===== src/rtl/shifter_pkg.sv =====
// Shared encodings for the iterative shifter: shift modes and controller states.
package shifter_pkg;

    localparam logic [1:0] MODE_LOGICAL = 2'b00;
    localparam logic [1:0] MODE_ARITH   = 2'b01;
    localparam logic [1:0] MODE_ROTATE  = 2'b10;
    localparam logic [1:0] MODE_ROTC    = 2'b11;

    typedef enum logic [1:0] {
        ST_IDLE  = 2'b00,
        ST_SHIFT = 2'b01,
        ST_DONE  = 2'b10
    } state_t;

endpackage


===== src/rtl/shift_step.sv =====
// Combinational single-position shift/rotate step; chaining W-1 of these
// would give a fully unrolled shifter.
module shift_step
    import shifter_pkg::*;
#(
    parameter int W = 8
) (
    input  logic [W-1:0] i_data,
    input  logic         i_carry,
    input  logic         i_right,
    input  logic [1:0]   i_mode,
    output logic [W-1:0] o_data,
    output logic         o_carry
);

    logic w_fill;

    always_comb begin
        w_fill  = 1'b0;
        o_data  = i_data;
        o_carry = i_carry;
        if (i_right) begin
            case (i_mode)
                MODE_ARITH:  w_fill = i_data[W-1];
                MODE_ROTATE: w_fill = i_data[0];
                MODE_ROTC:   w_fill = i_carry;
                default:     w_fill = 1'b0;
            endcase
            o_carry = i_data[0];
            o_data  = {w_fill, i_data[W-1:1]};
        end else begin
            // Left arithmetic shift fills with zero, same as logical.
            case (i_mode)
                MODE_ROTATE: w_fill = i_data[W-1];
                MODE_ROTC:   w_fill = i_carry;
                default:     w_fill = 1'b0;
            endcase
            o_carry = i_data[W-1];
            o_data  = {i_data[W-2:0], w_fill};
        end
    end

endmodule


===== src/rtl/seq_shifter.sv =====
// Iterative shifter: one bit position per clock, launched by start, reports
// completion with a one-cycle done pulse. Results are held until the next launch.
module seq_shifter
    import shifter_pkg::*;
#(
    parameter int W  = 8,
    parameter int CW = $clog2(W)
) (
    input  logic          clk,
    input  logic          rst_n,
    input  logic          start,
    input  logic [W-1:0]  in,
    input  logic [CW-1:0] count,
    input  logic          right,
    input  logic [1:0]    mode,
    input  logic          cin,
    output logic [W-1:0]  out,
    output logic          co,
    output logic          zero,
    output logic          busy,
    output logic          done,
    output logic [1:0]    dbg_state
);

    state_t        r_state;
    state_t        w_next_state;
    logic [W-1:0]  r_out;
    logic          r_co;
    logic          r_zero;
    logic [CW-1:0] r_cnt;
    logic          r_right;
    logic [1:0]    r_mode;
    logic [W-1:0]  w_step_data;
    logic          w_step_carry;

    shift_step #(.W(W)) u_step (
        .i_data  (r_out),
        .i_carry (r_co),
        .i_right (r_right),
        .i_mode  (r_mode),
        .o_data  (w_step_data),
        .o_carry (w_step_carry)
    );

    always_comb begin
        w_next_state = r_state;
        case (r_state)
            ST_IDLE: begin
                if (start) begin
                    w_next_state = (count == '0) ? ST_DONE : ST_SHIFT;
                end
            end
            ST_SHIFT: begin
                if (r_cnt == CW'(1)) begin
                    w_next_state = ST_DONE;
                end
            end
            ST_DONE:  w_next_state = ST_IDLE;
            default:  w_next_state = ST_IDLE;
        endcase
    end

    always_ff @(posedge clk) begin
        if (!rst_n) begin
            r_state <= ST_IDLE;
            r_out   <= '0;
            r_co    <= 1'b0;
            r_zero  <= 1'b1;
            r_cnt   <= '0;
            r_right <= 1'b0;
            r_mode  <= MODE_LOGICAL;
        end else begin
            r_state <= w_next_state;
            case (r_state)
                ST_IDLE: begin
                    if (start) begin
                        r_out   <= in;
                        r_co    <= cin;
                        r_zero  <= (in == '0);
                        r_cnt   <= count;
                        r_right <= right;
                        r_mode  <= mode;
                    end
                end
                ST_SHIFT: begin
                    r_out  <= w_step_data;
                    r_co   <= w_step_carry;
                    r_zero <= (w_step_data == '0);
                    r_cnt  <= r_cnt - CW'(1);
                end
                default: begin
                end
            endcase
        end
    end

    // All outputs come straight from registers: no input-to-output path.
    assign out       = r_out;
    assign co        = r_co;
    assign zero      = r_zero;
    assign busy      = (r_state != ST_IDLE);
    assign done      = (r_state == ST_DONE);
    assign dbg_state = r_state;

endmodule


===== config.mk =====
export PLATFORM = sky130hd
export DESIGN_NAME = seq_shifter
export DESIGN_NICKNAME = d
export VERILOG_FILES = /design/src/rtl/shifter_pkg.sv /design/src/rtl/shift_step.sv /design/src/rtl/seq_shifter.sv
export SDC_FILE = /design/constraint.sdc
export NUM_CORES = 1
export LEC_CHECK = 0
export ABC_AREA = 1
export BUFFER_PORTS_ARGS = -buffer_cell sky130_fd_sc_hd__buf_4
export CAP_MARGIN = 5
export CELL_PAD_IN_SITES_DETAIL_PLACEMENT = 1
export CELL_PAD_IN_SITES_GLOBAL_PLACEMENT = 2
export CORE_UTILIZATION = 24
export CTS_BUF_LIST = sky130_fd_sc_hd__clkbuf_8
export DETAILED_ROUTE_END_ITERATION = 6
export PLACE_DENSITY_LB_ADDON = 0.1
export REMOVE_ABC_BUFFERS = 1
export SLEW_MARGIN = 20
export SYNTH_ARGS = -nofsm -noshare
export SYNTH_HDL_FRONTEND = slang
export SYNTH_HIERARCHICAL = 1
export SYNTH_SLANG_ARGS = --single-unit

===== constraint.sdc =====
create_clock -name clk -period 1 [get_ports clk]
set_input_delay 0.05 -clock clk [delete_from_list [all_inputs] [get_ports clk]]
set_output_delay 0.05 -clock clk [all_outputs]
set_load 0.005 [all_outputs]

Yosys cells after proc, flatten, opt, wreduce, memory -nomap -nowiden:

Cells that the tools add are included.

* register bits after elaboration: 18
* bits of input ports: 18
* output and inout port bits: 14
* logic and storage cells: 41

* $add $sub $neg: 1
* equal/unequal tests: 8
* muxes and demuxes: 16
* reduce and logical (&&, ||, !) cells: 9

Operators with widths (count)
* $logic_not A8 Y1: 2
* $mux W8: 2
* $pmux W8 S2: 1
* $eq A2 B2 Y1 const B: 3
* $mux W2: 3
* $pmux W1 S2: 3
* $pmux W3 S2: 1
* $reduce_and A2 Y1: 3
* $eq A2 B1 Y1 const B: 2
* $ne A2 B2 Y1 const B: 2
* $pmux W2 S2: 1
* $reduce_bool A2 Y1: 2
* $eq A3 B1 Y1 const B: 1
* $logic_not A3 Y1: 1
* $mux W1: 3
* $mux W3: 1
* $pmux W1 S3: 1
* $sub A3 B1 Y3 const B: 1
* $logic_not A2 Y1: 1

Longest topological paths before layout:

Gate-level depths: netlist of run 1.

* depth after elaboration: 5
* gate-level depth with buffers: 10
* gate-level depth less buffers: 10

Cells and area by module:

The synthesis of run 1 kept the hierarchy.

By module, submodules not included
* seq_shifter: times used 1, cells each 147, area each 957.2 um^2, seq. area each 360.3 um^2
* shift_step: times used 1, cells each 36, area each 162.7 um^2, seq. area each 0.0 um^2

Least setup slack after synthesis of run 1:

OpenSTA, ideal clock, no wires.

* path type: register to register
* start point: register r_right
* end point: register r_zero (netlist: zero)
* library setup time: 0.117 ns
* arrival time: 0.954 ns
* data required time: 0.883 ns
* slack: -0.071 ns
* stages on the path, launching flop included: 11
* path buffers: 1
* period minus slack after synthesis: 1.071 ns
* cell sequence: dfxtp_1 > buf_6 > inv_6 > a21oi_2 > nand2_1 > nand2_1 > inv_1 > nand3_1 > nor2_1 > nor2_1 > nand2_1

* longest elaborated chain between the ends: 3

Ends and longest elaborated chain
* start: declaration: RTL line seq_shifter.sv:31 `logic r_right;`
* start signal: assignment: RTL line seq_shifter.sv:81 `r_right <= right;`
* $mux W8: RTL line shift_step.sv:22 `if (i_right) begin`
* via w_step_data[7]: RTL line seq_shifter.sv:33 `logic [W-1:0] w_step_data;`
* $logic_not A8 Y1: RTL line seq_shifter.sv:88 `r_zero <= (w_step_data == '0);`
* $pmux W1 S2: RTL line seq_shifter.sv:74 `case (r_state)`
* end signal: assignment: RTL line seq_shifter.sv:79 `r_zero <= (in == '0);`
* end signal: assignment: RTL line seq_shifter.sv:88
* end: declaration: RTL line seq_shifter.sv:29 `logic r_zero;`

The timed path passes the listed nets, and every way through them passes these cells.
A chain may end at the register's enable or synchronous reset.

Worst setup path after layout of run 1:

* start point: register r_mode[0]
* end point: register r_zero (netlist: zero)

* longest elaborated chain between the ends: 5
* elaborated cells between the ends (all ways): 8
* classes of those cells: eq/ne (3); mux (4); reduce/logical (1)

Ends and longest elaborated chain
* start: declaration: RTL line seq_shifter.sv:32 `logic [1:0] r_mode;`
* start signal: assignment: RTL line seq_shifter.sv:82 `r_mode <= mode;`
* $eq A2 B2 Y1 / $eq A2 B1 Y1 (equally long branches): RTL line shift_step.sv:23 `case (i_mode)`
* $pmux W1 S3 (*): RTL line shift_step.sv:23
* $mux W8 (*): RTL line shift_step.sv:22
* via w_step_data[7]: RTL line seq_shifter.sv:33
* $logic_not A8 Y1 (*): RTL line seq_shifter.sv:88
* $pmux W1 S2 (*): RTL line seq_shifter.sv:74

Mark *: on every way through the listed nets, which the timed path passes. The rest lies on a longest branch.

==> results of run 1 <==
cell families (layout without fill, tap and decap cells):
family | count (synthesis) | in the layout
AND/OR/NAND/NOR | 112 | 112
AO/OA/AOI/OAI | 27 | 27
buffers and inverters | 24 | 81
flip-flops | 18 | 18
adder cells (fa/ha/maj) | 2 | 2
where the power goes:
group | switching [mW] | internal (mW) | total (mW)
sequential | 0.117 | 0.813 | 0.930
clock | 0.264 | 0.268 | 0.533
combinational | 0.563 | 0.575 | 1.14
total | 0.945 | 1.66 | 2.60
cell usage after synthesis:
master | count | share of area
inv_1 | 16 | 0.054
buf_1 | 1 | 0.0033
a21oi_4 | 1 | 0.015
nand2_1 | 55 | 0.18
buf_6 | 3 | 0.030
nand3_1 | 9 | 0.040
inv_2 | 2 | 0.0067
o21ai_2 | 5 | 0.039
buf_4 | 1 | 0.0067
o21ai_1 | 12 | 0.054
ha_1 | 2 | 0.022
a21oi_1 | 1 | 0.0045
nor2_1 | 45 | 0.15
inv_6 | 1 | 0.0078
dfxtp_1 | 18 | 0.32
o21ai_0 | 6 | 0.027
nor3_1 | 2 | 0.0089
a21oi_2 | 1 | 0.0078
o211ai_1 | 1 | 0.0067
nand2_4 | 1 | 0.010
area by class of cell:
type / count / area [um^2]
fill: 552 / 2520
multi-input combinational: 141 / 812
timing repair buffer: 59 / 503
sequential: 18 / 382
inverter: 19 / 88.8
tap: 52 / 65.1
clock buffer: 3 / 41.3
repair_timing:
action | CTS | global route
gates resized for setup | 48 | 47
endpoints found under the setup margin | 21 | 21
buffers inserted | 2 | 1
pin swaps | 7 | 26
metal layers:
| layer | vias to the layer above | track usage | routed length [um] |
|---|---|---|---|
| met1 | 634 | 0.190 | 1750 |
| met2 | 23 | 0.309 | 2010 |
| met3 | 4 | 0.0245 | 102 |
| met4 | 0 | 0.0556 | 37 |
| met5 | - | 0 | 0 |
| li1 | 685 | - | - |
sequential cells by signal (all words and copies together) (netlist names):
signal,count
out,8
r_cnt,3
dbg_state,2
r_mode,2
co,1
r_right,1
zero,1
path summary, 6_finish.rpt:
kind | end | slack, ns | start
max | zero$_SDFFE_PN1P_ | -0.12 | r_mode[0]$_SDFFE_PN0P_
min | r_mode[0]$_SDFFE_PN0P_ | 0.04 | mode[0]
max reg2reg | zero$_SDFFE_PN1P_ | -0.12 | r_mode[0]$_SDFFE_PN0P_
min reg2reg | r_cnt[1]$_SDFFE_PN0P_ | 0.52 | r_cnt[1]$_SDFFE_PN0P_
worst max-delay path, cell delays in order, from the launching register on:
cell and delay, ns:
dfxtp_2 0.34, inv_2 0.08, nand3_1 0.09, nand3_2 0.09, nand2_1 0.05, nand2_1 0.07, inv_2 0.04, nand3_1 0.07
nor2_1 0.04, nor2_1 0.08, nand2_1 0.06
metrics by stage:
stage / cells / area, um^2 / setup slack (ns)
4_1_cts: 291 / 1730 / -0.102
3_3_place_gp: 286 / 1560 / -0.174
2_1_floorplan: 178 / 1070 / -0.243
6_report: 292 / 1890 / -0.119
5_1_grt: 292 / 1890 / -0.240
3_5_place_dp: 286 / 1560 / -0.233
==> metrics.txt, run 1 <==
# TYPE chip_impl_metric gauge
chip_impl_info{name="run_status",value="complete, but fails checks"} 1
chip_impl_info{name="failed_checks",value="negative setup slack"} 1
chip_impl_metric{name="routed_wl",unit="um"} 3900
chip_impl_metric{name="grt_pass1_vias",unit=""} 1463
chip_impl_metric{name="post_synth.cell_area_avg",unit="um^2"} 6.12
chip_impl_metric{name="grt_first_pass_wirelength",unit="um"} 6540
chip_impl_info{name="min_path_type",value="primary input to flip-flop"} 1
chip_impl_metric{name="viasPerCell",unit=""} 4.61
chip_impl_metric{name="port_buffer_count",unit=""} 31
chip_impl_metric{name="site_rows",unit=""} 24
chip_impl_metric{name="finalHoldWorstSlack",unit="ns"} 0.0407
chip_impl_metric{name="critPathArrivalTime",unit="ns"} 1.27
chip_impl_metric{name="min_period",unit="ns"} 1.12
chip_impl_metric{name="synth-xor-area-share",unit=""} 0
chip_impl_metric{name="setup-violations-final",unit=""} 12
chip_impl_metric{name="synth-seq-cells",unit=""} 18
chip_impl_metric{name="drtPass1Iterations",unit=""} 4
chip_impl_metric{name="worst_slew_pin_slew",unit="ns"} 0.228
chip_impl_metric{name="antenna_cells_inserted",unit=""} 0
chip_impl_metric{name="start_util",unit=""} 0.254
chip_impl_metric{name="post_route_cells_drive_above_1_share",unit=""} 0.538
chip_impl_metric{name="crit_share_post_route",unit=""} 1.12
chip_impl_metric{name="netlist_instances",unit=""} 183
chip_impl_metric{name="core-area",unit="um^2"} 4410
chip_impl_metric{name="cts.path.max_buffers",unit=""} 2
chip_impl_metric{name="die_area",unit="um^2"} 4940
chip_impl_metric{name="cts_num_sinks",unit=""} 18
chip_impl_metric{name="nNetsFinal",unit=""} 262
chip_impl_metric{name="tritoncts.num_buffers",unit=""} 3
chip_impl_metric{name="initialDrtViolationCount",unit=""} 37
chip_impl_metric{name="finalHoldViolations",unit=""} 0
chip_impl_metric{name="synth.yosys.warnings",unit=""} 6
chip_impl_metric{name="largest_net_degree_at_the_start_of_global_routing",unit=""} 18
chip_impl_metric{name="area_growth",unit="%"} 68.9
chip_impl_metric{name="drtAntennaViolNets",unit=""} 0
chip_impl_metric{name="floorplan.die.width",unit="um"} 70.3
chip_impl_metric{name="timing_max_transition_violations_final",unit=""} 0
chip_impl_metric{name="peakVddDrop",unit="mV"} 0.484
chip_impl_info{name="rsz0062_at_grt",value="true"} 1
chip_impl_metric{name="synth_adder_area_share",unit=""} 0.0223
chip_impl_metric{name="cts_max_level",unit=""} 1
chip_impl_metric{name="crit_fanout",unit=""} 3
chip_impl_metric{name="power.static_leakage",unit="nW"} 0.923
chip_impl_info{name="critical_path.endpoint_type",value="flip-flop"} 1
chip_impl_metric{name="max-slew-margin-rel",unit=""} 0.847
chip_impl_metric{name="synthesis.area",unit="um^2"} 1120
chip_impl_metric{name="max_clock_freq",unit="GHz"} 0.893
chip_impl_metric{name="die_h",unit="um"} 70.3
chip_impl_metric{name="dpl.hpwl",unit="um"} 2930
chip_impl_metric{name="cts.clk_slew.worst_paths",unit="ns"} 0.08
chip_impl_info{name="cts-root-buf",value="clkbuf_8"} 1
chip_impl_metric{name="post_synth_and_or_nand_nor_area_fraction",unit=""} 0.394
chip_impl_metric{name="number_of_library_cell_types_mapped_by_synthesis",unit=""} 20
chip_impl_metric{name="globalRouteTotalUtil",unit=""} 0.166
chip_impl_metric{name="num_ports",unit=""} 32
chip_impl_metric{name="worst_skew_pair.late_latency",unit="ns"} 0.26
chip_impl_metric{name="synth.area.mux_share",unit=""} 0
chip_impl_metric{name="synth_seq_area_share",unit=""} 0.322
chip_impl_metric{name="rr_worst_depth",unit=""} 10
chip_impl_metric{name="worstPathRequired",unit="ns"} 1.15
chip_impl_metric{name="num_vias",unit=""} 1346
chip_impl_metric{name="cts_hold_buf",unit=""} 0
chip_impl_metric{name="post_drt_wl_per_cell",unit="um"} 13.3
chip_impl_info{name="worstSetupStartpointType",value="flip-flop"} 1
chip_impl_metric{name="finalWeightedCongestion",unit=""} 0.780
chip_impl_metric{name="fin_worst_skew",unit="ns"} 0.00390
chip_impl_metric{name="timing.hold.worst_path_depth",unit=""} 3
chip_impl_metric{name="synth_compound_area_frac",unit=""} 0.153
chip_impl_metric{name="drcViolationCount",unit=""} 0
chip_impl_metric{name="pwr_density_cell",unit="nW/um^2"} 1370
chip_impl_info{name="leading_cell_type_in_the_layout_fill_and_taps_excluded",value="buf_4"} 1
chip_impl_info{name="critPathKind",value="flip-flop to flip-flop"} 1
chip_impl_metric{name="design_power_total",unit="mW"} 2.60
chip_impl_info{name="tritoncts_clock_tree",value="done"} 1
chip_impl_metric{name="setup_total_negative_slack",unit="ns"} -0.608
chip_impl_metric{name="postLayoutCoreUtil",unit=""} 0.429
chip_impl_info{name="layout.cells.most_common_list",value="buf_4 (43), nor2_1 (40), nand2_1 (36)"} 1
chip_impl_info{name="largest_family_of_logic_cells_by_synthesized_area",value="simple AND/OR/NAND/NOR gates"} 1
chip_impl_metric{name="grt_antenna_before_repair",unit=""} 0
chip_impl_metric{name="overflow",unit=""} 0
chip_impl_metric{name="drv.max_cap_violation_count",unit=""} 0
chip_impl_metric{name="final_critical_path_setup_slack",unit="ns"} -0.119
(Power assumes the default switching activity.)
==> inputs of run 2 (changes only) <==
Settings changed: CORE_MARGIN from default to 4.
==> run 2 against run 1 <==
The run still ends with negative setup slack left. Cell area shrank 12%. Via count decreased by 1.8%. Clock power hardly changed. Sequential power down 2.7%. Non-clock buffer count decreased by 9. Critical path type unchanged. Critical endpoint unchanged. Largest cell class unchanged.
==> metrics.txt, run 2 (same netlist as run 1, synthesis figures left out) <==
# TYPE chip_impl_metric gauge
chip_impl_info{name="run_status",value="complete, but fails checks"} 1
chip_impl_info{name="failed_checks",value="negative setup slack"} 1
chip_impl_metric{name="worst_skew_pair.late_latency",unit="ns"} 0.26
chip_impl_info{name="cts-root-buf",value="clkbuf_8"} 1
chip_impl_metric{name="num_ports",unit=""} 32
chip_impl_metric{name="post_route_cells_drive_above_1_share",unit=""} 0.381
chip_impl_metric{name="grt_antenna_before_repair",unit=""} 0
chip_impl_info{name="rsz0062_at_grt",value="true"} 1
chip_impl_metric{name="finalWeightedCongestion",unit=""} 0.777
chip_impl_metric{name="max_clock_freq",unit="GHz"} 0.865
chip_impl_metric{name="drv.max_cap_violation_count",unit=""} 0
chip_impl_metric{name="critPathArrivalTime",unit="ns"} 1.30
chip_impl_metric{name="core-area",unit="um^2"} 4440
chip_impl_metric{name="cts_num_sinks",unit=""} 18
chip_impl_metric{name="crit_fanout",unit=""} 9
chip_impl_info{name="min_path_type",value="primary input to flip-flop"} 1
chip_impl_metric{name="worstPathRequired",unit="ns"} 1.15
chip_impl_metric{name="drtAntennaViolNets",unit=""} 0
chip_impl_metric{name="die_area",unit="um^2"} 5820
chip_impl_metric{name="die_h",unit="um"} 76.3
chip_impl_info{name="routed.top_layer",value="met4"} 1
chip_impl_metric{name="overflow",unit=""} 0
chip_impl_metric{name="pre_cts_ws",unit="ns"} -0.175
chip_impl_metric{name="largest_net_degree_at_the_start_of_global_routing",unit=""} 18
chip_impl_info{name="r2r-start",value="r_right$_SDFFE_PN0P_"} 1
chip_impl_info{name="layout.cells.most_common_list",value="nand2_1 (51), buf_4 (46), nor2_1 (42)"} 1
chip_impl_metric{name="final_critical_path_setup_slack",unit="ns"} -0.156
chip_impl_metric{name="crit_share_post_route",unit=""} 1.16
chip_impl_metric{name="grt_first_pass_wirelength",unit="um"} 6820
chip_impl_metric{name="largest_register_ff_count",unit=""} 8
chip_impl_metric{name="antenna_cells_inserted",unit=""} 0
chip_impl_metric{name="tritoncts.num_buffers",unit=""} 3
chip_impl_metric{name="cts.clk_slew.worst_paths",unit="ns"} 0.08
chip_impl_metric{name="fin_worst_skew",unit="ns"} 0.00853
chip_impl_metric{name="route.met3.wl",unit="um"} 153
chip_impl_metric{name="start_util",unit=""} 0.252
chip_impl_metric{name="dpl.hpwl",unit="um"} 3010
chip_impl_metric{name="initialDrtViolationCount",unit=""} 34
chip_impl_metric{name="routed_wl",unit="um"} 3990
chip_impl_metric{name="viasPerCell",unit=""} 4.67
chip_impl_info{name="critical_path.endpoint_type",value="flip-flop"} 1
chip_impl_info{name="hold_path_startpoint",value="mode[0]"} 1
chip_impl_metric{name="pwr_density_cell",unit="nW/um^2"} 1440
chip_impl_metric{name="max-slew-margin-rel",unit=""} 0.825
chip_impl_metric{name="floorplan.die.width",unit="um"} 76.3
chip_impl_metric{name="post_drt_wl_per_cell",unit="um"} 14.1
chip_impl_metric{name="grt_pass1_vias",unit=""} 1421
chip_impl_metric{name="finalHoldViolations",unit=""} 0
chip_impl_metric{name="drtPass1Iterations",unit=""} 2
chip_impl_info{name="worstSetupStartpointType",value="flip-flop"} 1
chip_impl_info{name="leading_cell_type_in_the_layout_fill_and_taps_excluded",value="nand2_1"} 1
chip_impl_metric{name="globalRouteTotalUtil",unit=""} 0.146
chip_impl_metric{name="setup-violations-final",unit=""} 16
chip_impl_metric{name="site_rows",unit=""} 24
chip_impl_metric{name="wirelength_met1",unit="um"} 1740
chip_impl_metric{name="nNetsFinal",unit=""} 253
chip_impl_metric{name="cts.path.max_buffers",unit=""} 2
chip_impl_metric{name="peakVddDrop",unit="mV"} 0.613
chip_impl_metric{name="cts_max_level",unit=""} 1
chip_impl_metric{name="detailroute.wirelength.met2",unit="um"} 2040
chip_impl_metric{name="post_dp_cell_area",unit="um^2"} 1530
chip_impl_metric{name="worst_slew_pin_slew",unit="ns"} 0.261
chip_impl_metric{name="drcViolationCount",unit=""} 0
chip_impl_info{name="critPathKind",value="flip-flop to flip-flop"} 1
chip_impl_metric{name="port_buffer_count",unit=""} 31
chip_impl_info{name="tritoncts_clock_tree",value="done"} 1
chip_impl_metric{name="area_growth",unit="%"} 48.4
chip_impl_metric{name="power.static_leakage",unit="nW"} 0.836
chip_impl_metric{name="num_vias",unit=""} 1322
chip_impl_metric{name="postLayoutCoreUtil",unit=""} 0.374
chip_impl_metric{name="timing_max_transition_violations_final",unit=""} 0
chip_impl_info{name="worst_setup_path_startpoint",value="r_right$_SDFFE_PN0P_"} 1
chip_impl_metric{name="finish.instance_area",unit="um^2"} 1660
chip_impl_metric{name="min_period",unit="ns"} 1.16
chip_impl_metric{name="finalHoldWorstSlack",unit="ns"} 0.0562
run 2: through the flow:
| step | power (mW) | setup TNS [ns] | cells |
|---|---|---|---|
| floorplan | 1.33 | -2.59 | 178 |
| global placement | 1.78 | -1.40 | 279 |
| detailed placement | 1.81 | -1.78 | 279 |
| CTS | 2.40 | -0.998 | 282 |
| global route | 2.58 | -2.64 | 283 |
| finish | 2.40 | -0.966 | 283 |
run 2: final timing paths:
path / slack [ns] / end / cells past startpoint
setup / recovery: -0.16 / zero$_SDFFE_PN1P_ / 10
hold / removal: 0.06 / r_mode[0]$_SDFFE_PN0P_ / 3
setup reg to reg: -0.16 / zero$_SDFFE_PN1P_ / 10
hold reg to reg: 0.51 / r_cnt[1]$_SDFFE_PN0P_ / 2
run 2: repair_timing:
action / in CTS / in global routing
setup buffers: 0 / 1
setup endpoints to repair: 21 / 21
pin swaps: 2 / 5
cloned: 0 / 0
resized for setup: 25 / 11
hold buffers: 0 / 0
run 2: area by class of cell:
type	instances	area, um^2
Fill cell	577	2780
Timing Repair Buffer	50	408
Multi-Input combinational cell	141	688
Clock buffer	3	41.3
Tap cell	52	65.1
Inverter	19	86.3
Sequential cell	18	373
run 2: where the power goes:
group          switching [mW]  internal (mW)
sequential             0.0918          0.813
clock                   0.268          0.268
combinational           0.501          0.456
total                   0.861           1.54
run 2: critical path: stages, from the launching register on:
cell,delay [ns]
dfxtp_2,0.34
buf_6,0.13
inv_8,0.05
a21oi_2,0.09
nand2_1,0.06
nand2_1,0.08
inv_2,0.05
nand3_2,0.07
nor2_2,0.04
nor2_1,0.09
nand2_1,0.05
run 2: per-layer routing:
metal,vias to the layer above,track usage
met4,0,0.0417
met5,-,0
met1,625,0.167
met2,24,0.267
li1,669,-
met3,4,0.0331
==> inputs of run 3 (changes only) <==
Settings changed: BUFFER_PORTS_ARGS -buffer_cell sky130_fd_sc_hd__buf_4 to -buffer_cell sky130_fd_sc_hd__buf_2.
==> run 3 against run 2 <==
The flow still finishes with violations (negative setup slack). Sequential share of layout area down 1.6 points. Register-to-register slack better by 0.04 ns. Critical path depth unchanged. Maximum frequency up 3.5%. Sequential power up 0.9%. Power up 6.7%. Worst hold slack worse by 0.0090 ns. Highest routed layer unchanged.
==> metrics.txt, run 3 (same netlist as run 1, synthesis figures left out) <==
# TYPE chip_impl_metric gauge
chip_impl_info{name="tritoncts_clock_tree",value="done"} 1
chip_impl_metric{name="worst_slew_pin_slew",unit="ns"} 0.271
chip_impl_metric{name="site_rows",unit=""} 24
chip_impl_metric{name="viasPerCell",unit=""} 4.62
chip_impl_metric{name="drcViolationCount",unit=""} 0
chip_impl_metric{name="core-area",unit="um^2"} 4440
chip_impl_metric{name="fin_worst_skew",unit="ns"} 0.00268
chip_impl_metric{name="pwr_density_cell",unit="nW/um^2"} 1420
chip_impl_info{name="worstSetupStartpointType",value="flip-flop"} 1
chip_impl_metric{name="overflow",unit=""} 0
chip_impl_metric{name="cts.path.max_buffers",unit=""} 2
chip_impl_metric{name="max-slew-margin-rel",unit=""} 0.818
chip_impl_metric{name="timing_max_transition_violations_final",unit=""} 0
chip_impl_metric{name="fill_cells",unit=""} 577
chip_impl_info{name="failed_checks",value="negative setup slack"} 1
chip_impl_info{name="worst_min_delay_path_endpoint",value="r_mode[1]$_SDFFE_PN0P_"} 1
chip_impl_metric{name="place_inst",unit=""} 283
chip_impl_metric{name="routed_wl",unit="um"} 4070
chip_impl_metric{name="die_h",unit="um"} 76.3
chip_impl_metric{name="finalWeightedCongestion",unit=""} 0.774
chip_impl_metric{name="dpl.hpwl",unit="um"} 3080
chip_impl_metric{name="timing.hold.worst_path_depth",unit=""} 3
chip_impl_metric{name="cts_hold_buf",unit=""} 0
chip_impl_metric{name="setup-violations-final",unit=""} 16
chip_impl_metric{name="critPathArrivalTime",unit="ns"} 1.28
chip_impl_metric{name="num_vias",unit=""} 1345
chip_impl_metric{name="port_buffer_count",unit=""} 31
chip_impl_metric{name="cts_max_level",unit=""} 1
chip_impl_metric{name="floorplan.die.width",unit="um"} 76.3
chip_impl_metric{name="worstPathRequired",unit="ns"} 1.16
chip_impl_info{name="rsz0062_at_grt",value="true"} 1
chip_impl_metric{name="cts_num_sinks",unit=""} 18
chip_impl_metric{name="drtAntennaViolNets",unit=""} 0
chip_impl_metric{name="grt_first_pass_wirelength",unit="um"} 6650
chip_impl_metric{name="largest_register_ff_count",unit=""} 8
chip_impl_metric{name="drtPass1Iterations",unit=""} 4
chip_impl_metric{name="die_area",unit="um^2"} 5820
chip_impl_metric{name="largest_net_degree_at_the_start_of_global_routing",unit=""} 13
chip_impl_metric{name="post_drt_wl_per_cell",unit="um"} 14.0
chip_impl_info{name="layout.cells.most_common_list",value="nand2_1 (41), nor2_1 (36), buf_2 (29)"} 1
chip_impl_metric{name="initialDrtViolationCount",unit=""} 17
chip_impl_info{name="critPathKind",value="flip-flop to flip-flop"} 1
chip_impl_metric{name="rr_worst_depth",unit=""} 10
chip_impl_metric{name="postLayoutCoreUtil",unit=""} 0.407
chip_impl_metric{name="globalRouteTotalUtil",unit=""} 0.141
chip_impl_info{name="leading_cell_type_in_the_layout_fill_and_taps_excluded",value="nand2_1"} 1
chip_impl_metric{name="final_critical_path_setup_slack",unit="ns"} -0.117
chip_impl_metric{name="nNetsFinal",unit=""} 261
chip_impl_metric{name="finalHoldWorstSlack",unit="ns"} 0.0472
chip_impl_metric{name="instances_no_fill",unit=""} 291
chip_impl_info{name="r2r-start",value="r_right$_SDFFE_PN0P_"} 1
chip_impl_metric{name="crit_share_post_route",unit=""} 1.12
chip_impl_metric{name="drv.max_cap_violation_count",unit=""} 0
chip_impl_metric{name="min_period",unit="ns"} 1.12
chip_impl_info{name="cts-root-buf",value="clkbuf_8"} 1
chip_impl_metric{name="peakVddDrop",unit="mV"} 0.539
chip_impl_info{name="critical_path.endpoint_type",value="flip-flop"} 1
chip_impl_metric{name="antenna_cells_inserted",unit=""} 0
chip_impl_metric{name="cts.clk_slew.worst_paths",unit="ns"} 0.07
chip_impl_metric{name="grt_antenna_before_repair",unit=""} 0
chip_impl_info{name="hold_path_startpoint",value="mode[1]"} 1
chip_impl_metric{name="timing.reg2reg.setup_slack",unit="ns"} -0.12
chip_impl_metric{name="max_clock_freq",unit="GHz"} 0.895
chip_impl_metric{name="tritoncts.num_buffers",unit=""} 3
chip_impl_metric{name="finalHoldViolations",unit=""} 0
chip_impl_metric{name="start_util",unit=""} 0.252
chip_impl_info{name="reg2reg_to",value="zero$_SDFFE_PN1P_"} 1
chip_impl_metric{name="grt_pass1_vias",unit=""} 1437
chip_impl_info{name="min_path_type",value="primary input to flip-flop"} 1
chip_impl_metric{name="crit_fanout",unit=""} 9
chip_impl_info{name="run_status",value="complete, but fails checks"} 1
chip_impl_metric{name="area_growth",unit="%"} 61.5
chip_impl_metric{name="power.static_leakage",unit="nW"} 0.915
chip_impl_metric{name="worst_skew_pair.late_latency",unit="ns"} 0.26
chip_impl_metric{name="num_ports",unit=""} 32
chip_impl_metric{name="post_route_cells_drive_above_1_share",unit=""} 0.502
[run 3: cell count changes in the layout (fill, tap and decap cells not counted), sizes merged]
| cell | before | now |
|---|---|---|
| buf | 50 | 57 |
| clkbuf | 3 | 4 |
[run 3: through the flow]
step	instance area (um^2)	setup WS [ns]	setup TNS [ns]	power, mW
2_1_floorplan	1070	-0.243	-2.59	1.33
4_1_cts	1600	-0.117	-0.794	2.38
6_report	1810	-0.117	-0.865	2.56
3_5_place_dp	1460	-0.212	-1.85	1.74
5_1_grt	1810	-0.183	-2.02	2.74
3_3_place_gp	1460	-0.152	-1.23	1.72
[run 3: routing by layer]
metal	track usage	share of wire	wire [um]
met5	0	0	0
met4	0.0326	0.0084	34
met3	0.0307	0.035	144
met2	0.263	0.52	2100
met1	0.162	0.44	1800
[run 3: worst max-delay path: stages, from the launching register on]
cell     delay [ns]
dfxtp_2        0.34
buf_6          0.13
inv_8          0.05
a21oi_2        0.09
nand2_1        0.06
nand2_1        0.07
inv_2          0.05
nand3_2        0.07
nor2_2         0.04
nor2_1         0.08
nand2_1        0.05
[run 3: how the worst max path moves through the flow]
stage                         startpoint                    end
2_1_floorplan  dbg_state[0]$_SDFFE_PN0P_  r_cnt[0]$_SDFFE_PN0P_
3_3_place_gp        r_right$_SDFFE_PN0P_      zero$_SDFFE_PN1P_
3_5_place_dp      r_mode[1]$_SDFFE_PN0P_      zero$_SDFFE_PN1P_
4_1_cts             r_right$_SDFFE_PN0P_      zero$_SDFFE_PN1P_
5_1_grt             r_right$_SDFFE_PN0P_      zero$_SDFFE_PN1P_
6_report            r_right$_SDFFE_PN0P_      zero$_SDFFE_PN1P_
[run 3: what timing repair did]
| action | CTS | global route |
|---|---|---|
| gates resized for setup | 37 | 51 |
| setup buffers | 2 | 2 |
| cloned | 0 | 1 |
| endpoints found under the setup margin | 21 | 19 |
| pin swaps | 11 | 22 |
[run 3: layout make-up]
| class | instances | area, um^2 | share of cell area |
|---|---|---|---|
| Inverter | 19 | 93.8 | 0.0519 |
| Sequential cell | 18 | 377 | 0.208 |
| Timing Repair Buffer | 58 | 440 | 0.244 |
| Tap cell | 52 | 65.1 | 0.0360 |
| Multi-Input combinational cell | 141 | 791 | 0.437 |
| Clock buffer | 3 | 41.3 | 0.0228 |
[run 3: report_power, final]
group / internal [mW] / switching (mW)
registers: 0.811 / 0.102
logic: 0.527 / 0.577
clock network: 0.269 / 0.272
total: 1.61 / 0.951
